==> src/rtl/sccb_target.sv <==
// sccb_target -- SCCB/I2C target (responder) working from oversampled SCL/SDA.
//
// Receives a device-ID byte, one or two sub-address bytes and any number of
// write data bytes. Register accesses appear on a strobe bus. SDA is driven
// open-drain for ACK and for read data.
//
// Ports
//   clk        system clock, at least 16x the SCL rate
//   rst        asynchronous reset, active-high
//   scl_in     SCL pin level (asynchronous)
//   sda_in     SDA pin level (asynchronous)
//   sda_oe     1 = pull SDA low, 0 = release
//   reg_addr   current register address
//   reg_wdata  write data, valid while reg_we = 1
//   reg_we     one-clock write strobe
//   reg_re     one-clock read strobe; reg_rdata is sampled on the clock after
//   reg_rdata  read data
//   busy       high from START to STOP
module sccb_target #(
  parameter logic [6:0] DEV_ADDR   = 7'h36,
  parameter int         ADDR_BYTES = 2
) (
  input  logic        clk,
  input  logic        rst,
  input  logic        scl_in,
  input  logic        sda_in,
  output logic        sda_oe,
  output logic [15:0] reg_addr,
  output logic [7:0]  reg_wdata,
  output logic        reg_we,
  output logic        reg_re,
  input  logic [7:0]  reg_rdata,
  output logic        busy
);

  typedef enum logic [3:0] {
    ST_IDLE, ST_DEV, ST_ACK_DEV, ST_ADDR_HI, ST_ACK_AH, ST_ADDR_LO,
    ST_ACK_AL, ST_WDATA, ST_ACK_WD, ST_RDATA, ST_MACK, ST_IGNORE
  } state_t;

  // First address state after the device ID depends on the sub-address width.
  localparam state_t FIRST_ADDR = (ADDR_BYTES == 1) ? ST_ADDR_LO : ST_ADDR_HI;

  // Pin synchronisers plus one delay stage for edge detection.
  logic scl_s1_reg, scl_s2_reg, scl_d_reg;
  logic sda_s1_reg, sda_s2_reg, sda_d_reg;

  state_t      state_reg, state_next;
  logic [3:0]  bit_cnt_reg, bit_cnt_next;
  logic [7:0]  rx_sr_reg, rx_sr_next;
  logic [7:0]  tx_sr_reg, tx_sr_next;
  logic        rw_reg, rw_next;
  logic        re_d_reg, re_d_next;
  logic        sda_oe_reg, sda_oe_next;
  logic        busy_reg, busy_next;
  logic [15:0] addr_reg, addr_next;
  logic [7:0]  wdata_reg, wdata_next;
  logic        we_reg, we_next;
  logic        re_reg, re_next;

  logic       scl_rise, scl_fall, start_det, stop_det, rx_done;
  logic [7:0] rx_byte;

  assign scl_rise  = scl_s2_reg & ~scl_d_reg;
  assign scl_fall  = ~scl_s2_reg & scl_d_reg;
  assign start_det = scl_s2_reg & scl_d_reg & sda_d_reg & ~sda_s2_reg;
  assign stop_det  = scl_s2_reg & scl_d_reg & ~sda_d_reg & sda_s2_reg;
  // Byte as it will look once the current SCL-rise bit is shifted in.
  assign rx_byte   = {rx_sr_reg[6:0], sda_s2_reg};
  assign rx_done   = scl_rise && (bit_cnt_reg == 4'd7);

  // Synchronisers reset to the idle-bus level so leaving reset never looks
  // like a START or STOP.
  always_ff @(posedge clk or posedge rst) begin
    if (rst) begin
      scl_s1_reg <= 1'b1;
      scl_s2_reg <= 1'b1;
      scl_d_reg  <= 1'b1;
      sda_s1_reg <= 1'b1;
      sda_s2_reg <= 1'b1;
      sda_d_reg  <= 1'b1;
    end else begin
      scl_s1_reg <= scl_in;
      scl_s2_reg <= scl_s1_reg;
      scl_d_reg  <= scl_s2_reg;
      sda_s1_reg <= sda_in;
      sda_s2_reg <= sda_s1_reg;
      sda_d_reg  <= sda_s2_reg;
    end
  end

  always_ff @(posedge clk or posedge rst) begin
    if (rst) begin
      state_reg   <= ST_IDLE;
      bit_cnt_reg <= 4'd0;
      rx_sr_reg   <= 8'h00;
      tx_sr_reg   <= 8'h00;
      rw_reg      <= 1'b0;
      re_d_reg    <= 1'b0;
      sda_oe_reg  <= 1'b0;
      busy_reg    <= 1'b0;
      addr_reg    <= 16'h0000;
      wdata_reg   <= 8'h00;
      we_reg      <= 1'b0;
      re_reg      <= 1'b0;
    end else begin
      state_reg   <= state_next;
      bit_cnt_reg <= bit_cnt_next;
      rx_sr_reg   <= rx_sr_next;
      tx_sr_reg   <= tx_sr_next;
      rw_reg      <= rw_next;
      re_d_reg    <= re_d_next;
      sda_oe_reg  <= sda_oe_next;
      busy_reg    <= busy_next;
      addr_reg    <= addr_next;
      wdata_reg   <= wdata_next;
      we_reg      <= we_next;
      re_reg      <= re_next;
    end
  end

  always_comb begin
    state_next   = state_reg;
    bit_cnt_next = bit_cnt_reg;
    rx_sr_next   = rx_sr_reg;
    tx_sr_next   = tx_sr_reg;
    rw_next      = rw_reg;
    re_d_next    = re_reg;
    sda_oe_next  = sda_oe_reg;
    busy_next    = busy_reg;
    addr_next    = addr_reg;
    wdata_next   = wdata_reg;
    we_next      = 1'b0;
    re_next      = 1'b0;

    // Post-increment the address the clock after a write strobe.
    if (we_reg) addr_next = addr_reg + 16'd1;
    // Read data is captured one clock after the strobe; the next SCL fall
    // that needs it is many clocks later.
    if (re_d_reg) tx_sr_next = reg_rdata;

    if (start_det) begin
      state_next   = ST_DEV;
      bit_cnt_next = 4'd0;
      sda_oe_next  = 1'b0;
      busy_next    = 1'b1;
    end else if (stop_det) begin
      state_next  = ST_IDLE;
      sda_oe_next = 1'b0;
      busy_next   = 1'b0;
    end else begin
      case (state_reg)
        ST_DEV, ST_ADDR_HI, ST_ADDR_LO, ST_WDATA: begin
          if (scl_rise) begin
            rx_sr_next   = rx_byte;
            bit_cnt_next = bit_cnt_reg + 4'd1;
          end
          if (rx_done) begin
            bit_cnt_next = 4'd0;
            case (state_reg)
              ST_DEV: begin
                if (rx_byte[7:1] == DEV_ADDR) begin
                  rw_next    = rx_byte[0];
                  re_next    = rx_byte[0];
                  state_next = ST_ACK_DEV;
                end else begin
                  state_next = ST_IGNORE;
                end
              end
              ST_ADDR_HI: begin
                addr_next  = {rx_byte, addr_reg[7:0]};
                state_next = ST_ACK_AH;
              end
              ST_ADDR_LO: begin
                addr_next  = (ADDR_BYTES == 1) ? {8'h00, rx_byte}
                                               : {addr_reg[15:8], rx_byte};
                state_next = ST_ACK_AL;
              end
              default: begin
                wdata_next = rx_byte;
                we_next    = 1'b1;
                state_next = ST_ACK_WD;
              end
            endcase
          end
        end

        // ACK slot: first SCL fall pulls SDA low, second (end of the 9th
        // clock) releases it and moves on.
        ST_ACK_DEV, ST_ACK_AH, ST_ACK_AL, ST_ACK_WD: begin
          if (scl_fall) begin
            if (!sda_oe_reg) begin
              sda_oe_next = 1'b1;
            end else begin
              sda_oe_next  = 1'b0;
              bit_cnt_next = 4'd0;
              case (state_reg)
                ST_ACK_DEV: begin
                  if (rw_reg) begin
                    // Release of the ACK is also the setup edge of the first
                    // read bit.
                    state_next   = ST_RDATA;
                    sda_oe_next  = ~tx_sr_reg[7];
                    tx_sr_next   = {tx_sr_reg[6:0], 1'b0};
                    bit_cnt_next = 4'd1;
                  end else begin
                    state_next = FIRST_ADDR;
                  end
                end
                ST_ACK_AH: state_next = ST_ADDR_LO;
                default:   state_next = ST_WDATA;
              endcase
            end
          end
        end

        ST_RDATA: begin
          if (scl_fall) begin
            if (bit_cnt_reg == 4'd8) begin
              sda_oe_next  = 1'b0;
              bit_cnt_next = 4'd0;
              state_next   = ST_MACK;
            end else begin
              sda_oe_next  = ~tx_sr_reg[7];
              tx_sr_next   = {tx_sr_reg[6:0], 1'b0};
              bit_cnt_next = bit_cnt_reg + 4'd1;
            end
          end
        end

        ST_MACK: begin
          if (scl_rise) begin
            if (!sda_s2_reg) begin
              addr_next    = addr_reg + 16'd1;
              re_next      = 1'b1;
              bit_cnt_next = 4'd0;
              state_next   = ST_RDATA;
            end else begin
              state_next = ST_IGNORE;
            end
          end
        end

        default: ;
      endcase
    end
  end

  assign sda_oe    = sda_oe_reg;
  assign reg_addr  = addr_reg;
  assign reg_wdata = wdata_reg;
  assign reg_we    = we_reg;
  assign reg_re    = re_reg;
  assign busy      = busy_reg;

endmodule

==> config.mk <==
export PLATFORM = sky130hd
export DESIGN_NAME = sccb_target
export DESIGN_NICKNAME = d
export VERILOG_FILES = /design/src/rtl/sccb_target.sv
export SDC_FILE = /design/constraint.sdc
export NUM_CORES = 1
export LEC_CHECK = 0
export BUFFER_PORTS_ARGS = -buffer_cell sky130_fd_sc_hd__buf_2
export CORE_ASPECT_RATIO = 1.25
export CORE_UTILIZATION = 50
export CTS_BUF_LIST = sky130_fd_sc_hd__clkbuf_8
export DETAILED_ROUTE_END_ITERATION = 6
export GPL_TIMING_DRIVEN = 0
export PLACE_DENSITY = 0.7
export SETUP_SLACK_MARGIN = 0.15
export SLEW_MARGIN = 20
export SYNTH_ARGS = -nofsm -noshare
export SYNTH_HDL_FRONTEND = slang
export SYNTH_SLANG_ARGS = --single-unit
==> constraint.sdc <==
create_clock -name clk -period 6.2 [get_ports clk]
set_input_delay 0.31 -clock clk [delete_from_list [all_inputs] [get_ports clk]]
set_output_delay 0.31 -clock clk [all_outputs]
set_load 0.005 [all_outputs]
== Word-level counts from Yosys, hierarchy flattened ==
Cells that the tools add are included.
Cells by class
  div/mod/pow operators: 0
  add/subtract/negate cells: 2
  $mul: 0
  equal/unequal tests: 28
  order comparisons: 0
  shift-type cells: 0
  reduce and logical (&&, ||, !) cells: 14
  multiplexer cells: 69
  bitwise logic cells: 15
Operators by type and width (count)
  $mux 16: 6
  $mux 4: 20
  $mux 8: 9
  $pmux 16 s2: 2
  $pmux 4 s4: 2
  $ne 4x4->1 const B: 7
  $mux 1: 24
  $eq 4x3->1 const B: 5
  $add 16x1->16 const B: 1
  $eq 4x4->1 const B: 4
  $pmux 8 s2: 1
  $ne 3x3->1 const B: 5
  $pmux 4 s3: 1
  $ne 5x5->1 const B: 2
  $eq 4x2->1 const B: 2
  $not 1->1: 8
  $pmux 4 s2: 1
  $reduce_and 8->1: 1
  $reduce_or 4->1: 2
  $and 1x1->1: 7
  $eq 7x6->1 const B: 1
  $reduce_and 7->1: 1
  $reduce_and 6->1: 1
  $reduce_bool 6->1: 1
  other kinds (13): 14
Word-level totals
  bits in registers: 59
  latch bits: 0
  output and inout port bits: 28
  memory bits (read-only): 0
  memories: 0
  bits in writable memories: 0

== Depth between registers and ports, before layout ==
Gate-level depths: netlist of the first run.
  depth in word-level cells: 8
  depth in mapped cells: 8
  depth with buffers taken out: 7

== Least setup slack after synthesis of the first run ==
OpenSTA, ideal clock, no wires.
  path type: register to register
  from: reg scl_s2_reg
  to: reg addr_reg[10], in the netlist reg_addr[10]
  setup time: 0.126 ns
  slack: 4.122 ns
  data arrival time: 1.952 ns
  path buffers: 2
  required time: 6.074 ns
  stages on the path, launching flop included: 8
  path through: dfstp_2 buf_2 nand2b_4 buf_6 nor4_4 nor2_1 a21o_1 a221o_1
Between the ends
  word-level cells in the longest chain between the ends: 6
RTL lines
  from (decl): line 45  | logic scl_s1_reg, scl_s2_reg, scl_d_reg;
  from (signal assigned): line 84  | scl_s2_reg <= scl_s1_reg;
  $and 1x1->1: line 64  | assign scl_rise = scl_s2_reg & ~scl_d_reg;
  $logic_and 1x1->1: line 70  | assign rx_done = scl_rise && (bit_cnt_reg == 4'd7);
  $mux 16: line 158  | if (rx_done) begin
  $pmux 16 s2: line 152  | case (state_reg)
  $mux 16: line 147  | end else if (stop_det) begin
  $mux 16: line 142  | if (start_det) begin
  to (signal assigned): line 115  | addr_reg <= addr_next;
  to (decl): line 56  | logic [15:0] addr_reg, addr_next;
Parallel ways exist; a longest one is shown, timed or not.
A chain may end at the register's enable or synchronous reset.

== Final worst setup path of the first run ==
  from: reg scl_s2_reg
  to: reg addr_reg[13], in the netlist reg_addr[13]
Same word-level chain as after synthesis.

==> qor.csv, run 1 <==
stage,metric,value,unit
min_path,hold_start,scl_in,
global_route,grt_pass1_wl,13.5,mm
run,maxCapViolCount,0,
detailed_routing,route.met2.wl,4.19,mm
sta,relSlewSlack,54.2,%
yosys,synth-edff-count,0,
worst_setup_path,crit_type,reg2reg,
placement,io_buffers,39,
worst_setup_path,start_kind,flip-flop,
clock_network,h-tree-depth,3,
floorplan,die_area,0.00708,mm^2
yosys,synth_async_sr_flop_share,100,%
finish,drive_gt1_share,22.5,%
placement,place.gp.congestion,0.913,
yosys,syn_inst,338,
floorplan,die_h,93.8,um
finish,antennaDiodeCount,0,
sta,tns,0,ns
worst_setup_path,critPathArrivalTime,2.74,ns
yosys,yosysSeqAreaShare,44.0,%
yosys,netlist.area_leader.share,39.3,%
yosys,synthFlopType,dfrtp_1,
clock_network,numClockSinks,59,
global_route,antenna_found_initial,0,
sta,report.final.slew_viol_count,0,
placement,place_area,0.00370,mm^2
finish,final_cell_area,0.00391,mm^2
detailed_routing,drt-pass1-iter-count,7,
global_route,grt_pass1_vias,2829,
pwr,switchingPower,0.546,mW
floorplan,core-area,0.00652,mm^2
worst_setup_path,cpPeakStageDelay,0.53,ns
finish,syn2layout_area_growth,15.9,%
floorplan,dieWidth,75.5,um
detailed_routing,m1WireLength,3.52,mm
worst_setup_path,rr_worst_depth,6,
status,run_status,completed,
pwr,ir_drop,0.252,mV
sta,hold_violations,0,
yosys,synth_xor_area_share,1.56,%
floorplan,initial_core_util,51.7,%
clock_network,clock_latency,0.35,ns
worst_setup_path,r2r_slack,3.68,ns
yosys,synth_area_leaders,"dfrtp_1 (39%), dfstp_2 (4.7%), nand2_1 (3.0%), mux2i_1 (2.7%), mux2_1 (2.7%)",
yosys,synth-compound-area-share,22.0,%
yosys,netlist_area,0.00337,mm^2
yosys,avgSynthCellArea,9.98,um^2
yosys,synth_top_family_by_area,compound AO/OA/AOI/OAI gates,
yosys,synth_fa_ha_area_share,1.11,%
worst_setup_path,r2r-start,scl_s2_reg,
worst_setup_path,critical_path_buf_inv_count,1,
yosys,ys.warnings.count,0,
detailed_routing,avgViaCountPerCell,5.96,
pwr,intPower,0.863,mW
global_route,grt_usage,25.8,%
yosys,synth_top_area_cell,dfrtp_1,
detailed_routing,drc,0,
sta,period_minus_slack,2.52,ns
clock_network,cts_hold_buf,1,
worst_setup_path,critPathTopFamily,simple AND/OR/NAND/NOR gates,
pwr,p_seq_share,39.3,%
clock_network,ctsResizeCount,0,
detailed_routing,routed_wl,8.17,mm
yosys,synth-seq-cells,59,
detailed_routing,wl_per_cell,16.9,um
detailed_routing,drt_iter0_drc,239,
finish,finish.net_count,405,
sta,tightest_slew,0.682,ns
min_path,hold_class,in2reg,
global_route,grt_start_max_net_pins,36,
clock_network,clockRootBuffer,clkbuf_8,
min_path,hold_depth,1,
yosys,synth-simple-area-share,19.5,%
worst_setup_path,cp_slowest_cell,dfstp_2,
pwr,power.density,360,mW/mm^2
finish,largest_reg_flops,16,
detailed_routing,wl_met3,296,um
pwr,p_clk_share,25.1,%
worst_setup_path,critPathCaptureType,flip-flop,
sta,rsz0062_at_grt,false,
floorplan,rows,33,
worst_setup_path,critPathRequiredTime,6.43,ns
yosys,synthMuxAreaShare,8.01,%
clock_network,cts_tree,done,
worst_setup_path,path_cells,"buf_2, nor3b_2, a21oi_1, nor2_1, nand2_1, o311ai_1",
detailed_routing,antenna_left,0,
pwr,leakage,1.75,nW
pwr,totalPowerFinal,1.41,mW
min_path,holdPathEnd,scl_s1_reg,
pwr,switching_share,38.8,%
global_route,overflow,0,
sta,finalSetupViolations,0,
detailed_routing,vias,2873,
clock_network,clkTransAtPathRegs,0.07,ns
worst_setup_path,path_max_fanout,10,
placement,place.detailed.hpwl,5.90,mm
yosys,synth_nets,353,
sta,finalCritPeriodShare,40.6,%
yosys,synth_cell_types,73,
clock_network,cts_max_path_buffers,2,
pwr,power_frac_comb,35.6,%
sta,skew,0.0115,ns
worst_setup_path,r2r_end,reg_addr[13],
clock_network,cts_made_buffers,9,
floorplan,boundaryPins,40,
clock_network,post_cts_buffers,0,
sta,fmax,398,MHz
detailed_routing,highest_layer,met4,
metal layers:
layer,vias to the layer above,track usage [%]
li1,1385,-
met3,14,5.69
met4,0,10.3
met5,-,0
met2,87,43.2
met1,1387,31.6
layout make-up:
cell class | count | area (um^2)
fillers | 590 | 2610
multi-input cells | 249 | 1760
flip-flops and latches | 59 | 1480
repair buffers | 41 | 225
clock buffers | 9 | 124
well taps | 87 | 109
plain buffers | 19 | 85.1
clock inverters | 7 | 76.3
inverters | 11 | 43.8
through the flow:
step / setup slack, ns / cells / util (%) / hold WS (ns)
floorplan: 4.12 / 338 / - / 0.314
global placement: 3.69 / 464 / 56.4 / 0.346
detailed placement: 3.67 / 465 / 56.7 / 0.306
CTS: 3.65 / 482 / 59.9 / 0.0486
global route: 3.48 / 482 / 59.9 / 0.0349
finish: 3.68 / 482 / 59.9 / 0.0566
cells in the mapped netlist, drive strengths merged (7+ instances only):
cell type   n
mux2       16
nand2b      7
nand3      11
inv        11
clkbuf     11
a21o        7
nor2       22
buf         8
dfrtp      53
o21ai      25
a21oi      10
mux2i       9
nand2      27
worst max path at each step:
stage,start,to,slack (ns),cells after the start
finish,scl_s2_reg,reg_addr[13],3.68,6
global route,scl_s2_reg,reg_addr[13],3.48,6
CTS,scl_s2_reg,reg_addr[13],3.65,6
detailed placement,scl_s2_reg,reg_addr[13],3.67,6
global placement,rst,bit_cnt_reg[0],3.69,2
floorplan,scl_s2_reg,reg_addr[10],4.12,7
worst reg2reg max path: stages (launching register included):
cell and delay [ns]:
dfstp_2 0.53, buf_2 0.24, nor3b_2 0.38, a21oi_1 0.23, nor2_1 0.46, nand2_1 0.21, o311ai_1 0.35
layout by cell type, fill, tap and decap left out, types with 3 or more instances in the layout:
cell type   n
dfrtp_1    53
buf_2      44
nand2_1    27
nor2_1     21
o21ai_0    13
o21ai_1    12
clkbuf_1   11
nand3_1    11
inv_1      10
a21oi_1    10
mux2i_1     9
clkbuf_8    9
mux2_1      8
mux2_2      8
a21o_1      7
nand4_1     6
o211ai_1    6
nor3_1      6
dfstp_2     6
nor2b_1     5
nand2b_1    5
xnor2_1     4
and2_1      4
a221o_1     4
a22oi_1     3
nor3b_1     3
and4_1      3
a31oi_1     3
a311oi_1    3
o311ai_1    3
a211oi_1    3
o31ai_1     3
a222oi_1    3
ha_1        3
logic make-up (layout without fill, tap and decap cells):
kind of cell | Yosys count | count (layout)
xor gates and xnor gates | 6 | 6
muxes | 25 | 25
adders and majority gates | 3 | 3
and+or+nand+nor | 113 | 113
DFF | 59 | 59
buffers and inverters | 30 | 87
AOI/OAI and AO/OA | 102 | 102
power by group through the flow:
stage                     logic, mW  registers [mW]  clock network (mW)
after floorplan               0.389           0.527                   0
after global placement        0.487           0.556                   0
after detailed placement      0.497           0.560                   0
after CTS                     0.499           0.553               0.361
after global routing          0.559           0.564               0.381
final                         0.502           0.553               0.354
No activity file was read; power rests on OpenSTA's default activity.
==> inputs of run 2 (changes only) <==
==> constraint.sdc (replaced) <==
create_clock -name clk -period 2.5 [get_ports clk]
set_input_delay 0.125 -clock clk [delete_from_list [all_inputs] [get_ports clk]]
set_output_delay 0.125 -clock clk [all_outputs]
set_load 0.005 [all_outputs]
==> run 2 against run 1 <==
Clock skew fell by 0.0013 ns. Via count up 1.2%. Critical path type unchanged. Flip-flop and latch count did not move. Largest cell class unchanged. Sequential power is 150% higher. Sequential share of layout area fell by 0.82 points. Highest routed layer unchanged.
==> qor.csv, run 2 (synthesized netlist as in run 1, its figures left out) <==
stage,metric,value,unit,change
detailed_routing,vias,2908,,+1.2%
global_route,antenna_found_initial,0,,unchanged
detailed_routing,antenna_left,0,,unchanged
clock_network,cts_made_buffers,9,,unchanged
worst_setup_path,critPathCaptureType,flip-flop,,
sta,hold_violations,0,,unchanged
worst_setup_path,crit_type,reg2reg,,
placement,place.detailed.hpwl,5.90,mm,unchanged
placement,place_area,0.00370,mm^2,unchanged
global_route,overflow,0,,unchanged
sta,relSlewSlack,53.2,%,-0.96 points
finish,final_cells,489,,+1.5%
floorplan,die_h,93.8,um,unchanged
global_route,grt_start_max_net_pins,36,,unchanged
sta,period_minus_slack,2.32,ns,-0.196 ns
clock_network,clockRootBuffer,clkbuf_8,,
finish,final_common_cell,dfrtp_1,,
global_route,grt_usage,25.9,%,+0.16 points
worst_setup_path,critPathArrivalTime,2.55,ns,-0.19 ns
sta,tightest_slew,0.696,ns,+0.0143 ns
placement,dp_cells,465,,unchanged
finish,final_core_util,61.3,%,+1.3 points
global_route,grt_pass1_vias,2854,,+0.88%
finish,final_cell_area,0.00400,mm^2,+2.2%
finish,finish.net_count,412,,+1.7%
floorplan,dieWidth,75.5,um,unchanged
status,run_status,completed,,
min_path,hold_class,in2reg,,
floorplan,die_area,0.00708,mm^2,unchanged
sta,setup_ws,0.181,ns,-3.50 ns
floorplan,core-area,0.00652,mm^2,unchanged
floorplan,rows,33,,unchanged
finish,final_cell_mix,"dfrtp_1 (53), buf_2 (44), nand2_1 (27)",,
sta,timing.hold.ws,0.0371,ns,-0.0195 ns
sta,skew,0.0102,ns,-0.00129 ns
clock_network,clock_latency,0.35,ns,about the same
pwr,ir_drop,0.625,mV,+150%
clock_network,numClockSinks,59,,unchanged
floorplan,initial_core_util,51.7,%,unchanged
worst_setup_path,path_max_fanout,10,,unchanged
global_route,grt_pass1_wl,13.6,mm,+0.61%
placement,post-place-ws,-0.0274,ns,-3.70 ns
sta,rsz0062_at_grt,true,,
detailed_routing,drt_iter0_drc,206,,-14%
pwr,power.density,882,mW/mm^2,+140%
finish,drive_gt1_share,24.6,%,+2.1 points
finish,largest_reg_flops,16,,unchanged
detailed_routing,routed_wl,8.28,mm,+1.3%
worst_setup_path,critPathRequiredTime,2.73,ns,-3.70 ns
placement,place.gp.congestion,0.913,,unchanged
finish,antennaDiodeCount,0,,unchanged
detailed_routing,drc,0,,unchanged
clock_network,cts_tree,done,,
floorplan,boundaryPins,40,,unchanged
pwr,leakage,1.80,nW,+2.4%
detailed_routing,wl_per_cell,16.9,um,-0.12%
sta,finalSetupViolations,0,,unchanged
placement,io_buffers,39,,unchanged
sta,tns,0,ns,unchanged
clock_network,clkTransAtPathRegs,0.07,ns,about the same
run,maxCapViolCount,0,,unchanged
clock_network,cts_max_path_buffers,2,,unchanged
worst_setup_path,start_kind,flip-flop,,
sta,report.final.slew_viol_count,0,,unchanged
sta,finalCritPeriodShare,92.8,%,+52 points
sta,fmax,431,MHz,+8.5%
finish,syn2layout_area_growth,18.5,%,
clock_network,h-tree-depth,3,,unchanged
detailed_routing,drt-pass1-iter-count,4,,-3
pwr,totalPowerFinal,3.52,mW,+150%
detailed_routing,avgViaCountPerCell,5.95,,-0.23%
-- run 2: area by class of cell --
type	count	area [um^2]
inverter	11	43.8
sequential	59	1480
buffer	19	86.3
clock inverter	7	76.3
fill	585	2530
clock buffer	9	124
tap	87	109
multi-input combinational	249	1790
timing repair buffer	48	283
-- run 2: timing repair --
item	CTS	global route
cloned	0	0
gates resized for setup	2	6
endpoints found under the setup margin	7	26
setup buffers	2	3
hold buffers	3	0
hold endpoints to repair	20	0
pin swaps	1	1
-- run 2: layer usage --
layer | up-vias | track usage (%) | part of all wire, %
li1 | 1397 | - | -
met1 | 1420 | 31.8 | 43
met2 | 76 | 43.3 | 52
met3 | 15 | 5.69 | 3.5
met4 | 0 | 10.8 | 2.2
met5 | - | 0 | 0
-- run 2: worst max-delay path, cell delays in order (launching register included) --
cell      delay, ns
dfstp_2        0.53
buf_2          0.26
nor2b_1        0.28
nand3_1        0.28
o21ai_2        0.44
o21bai_1       0.13
a221o_1        0.29
-- run 2: report_power, final --
group	internal, mW	total (mW)	leakage, nW	switching [mW]
clock	0.466	0.880	0.0962	0.414
combinational	0.537	1.27	0.944	0.732
sequential	1.15	1.37	0.755	0.224
total	2.15	3.52	1.80	1.37
-- run 2: final timing paths --
path	start	endpoint	slack, ns	cells past startpoint
max	scl_s2_reg	reg_addr[5]	0.18	6
min	reg_rdata[0]	tx_sr_reg[0]	0.04	3
max reg2reg	scl_s2_reg	reg_addr[5]	0.18	6
min reg2reg	sda_s1_reg	sda_s2_reg	0.36	0
max in group asynchronous	rst	state_reg[0]	1.72	4
min in group asynchronous	rst	reg_wdata[6]	0.28	3
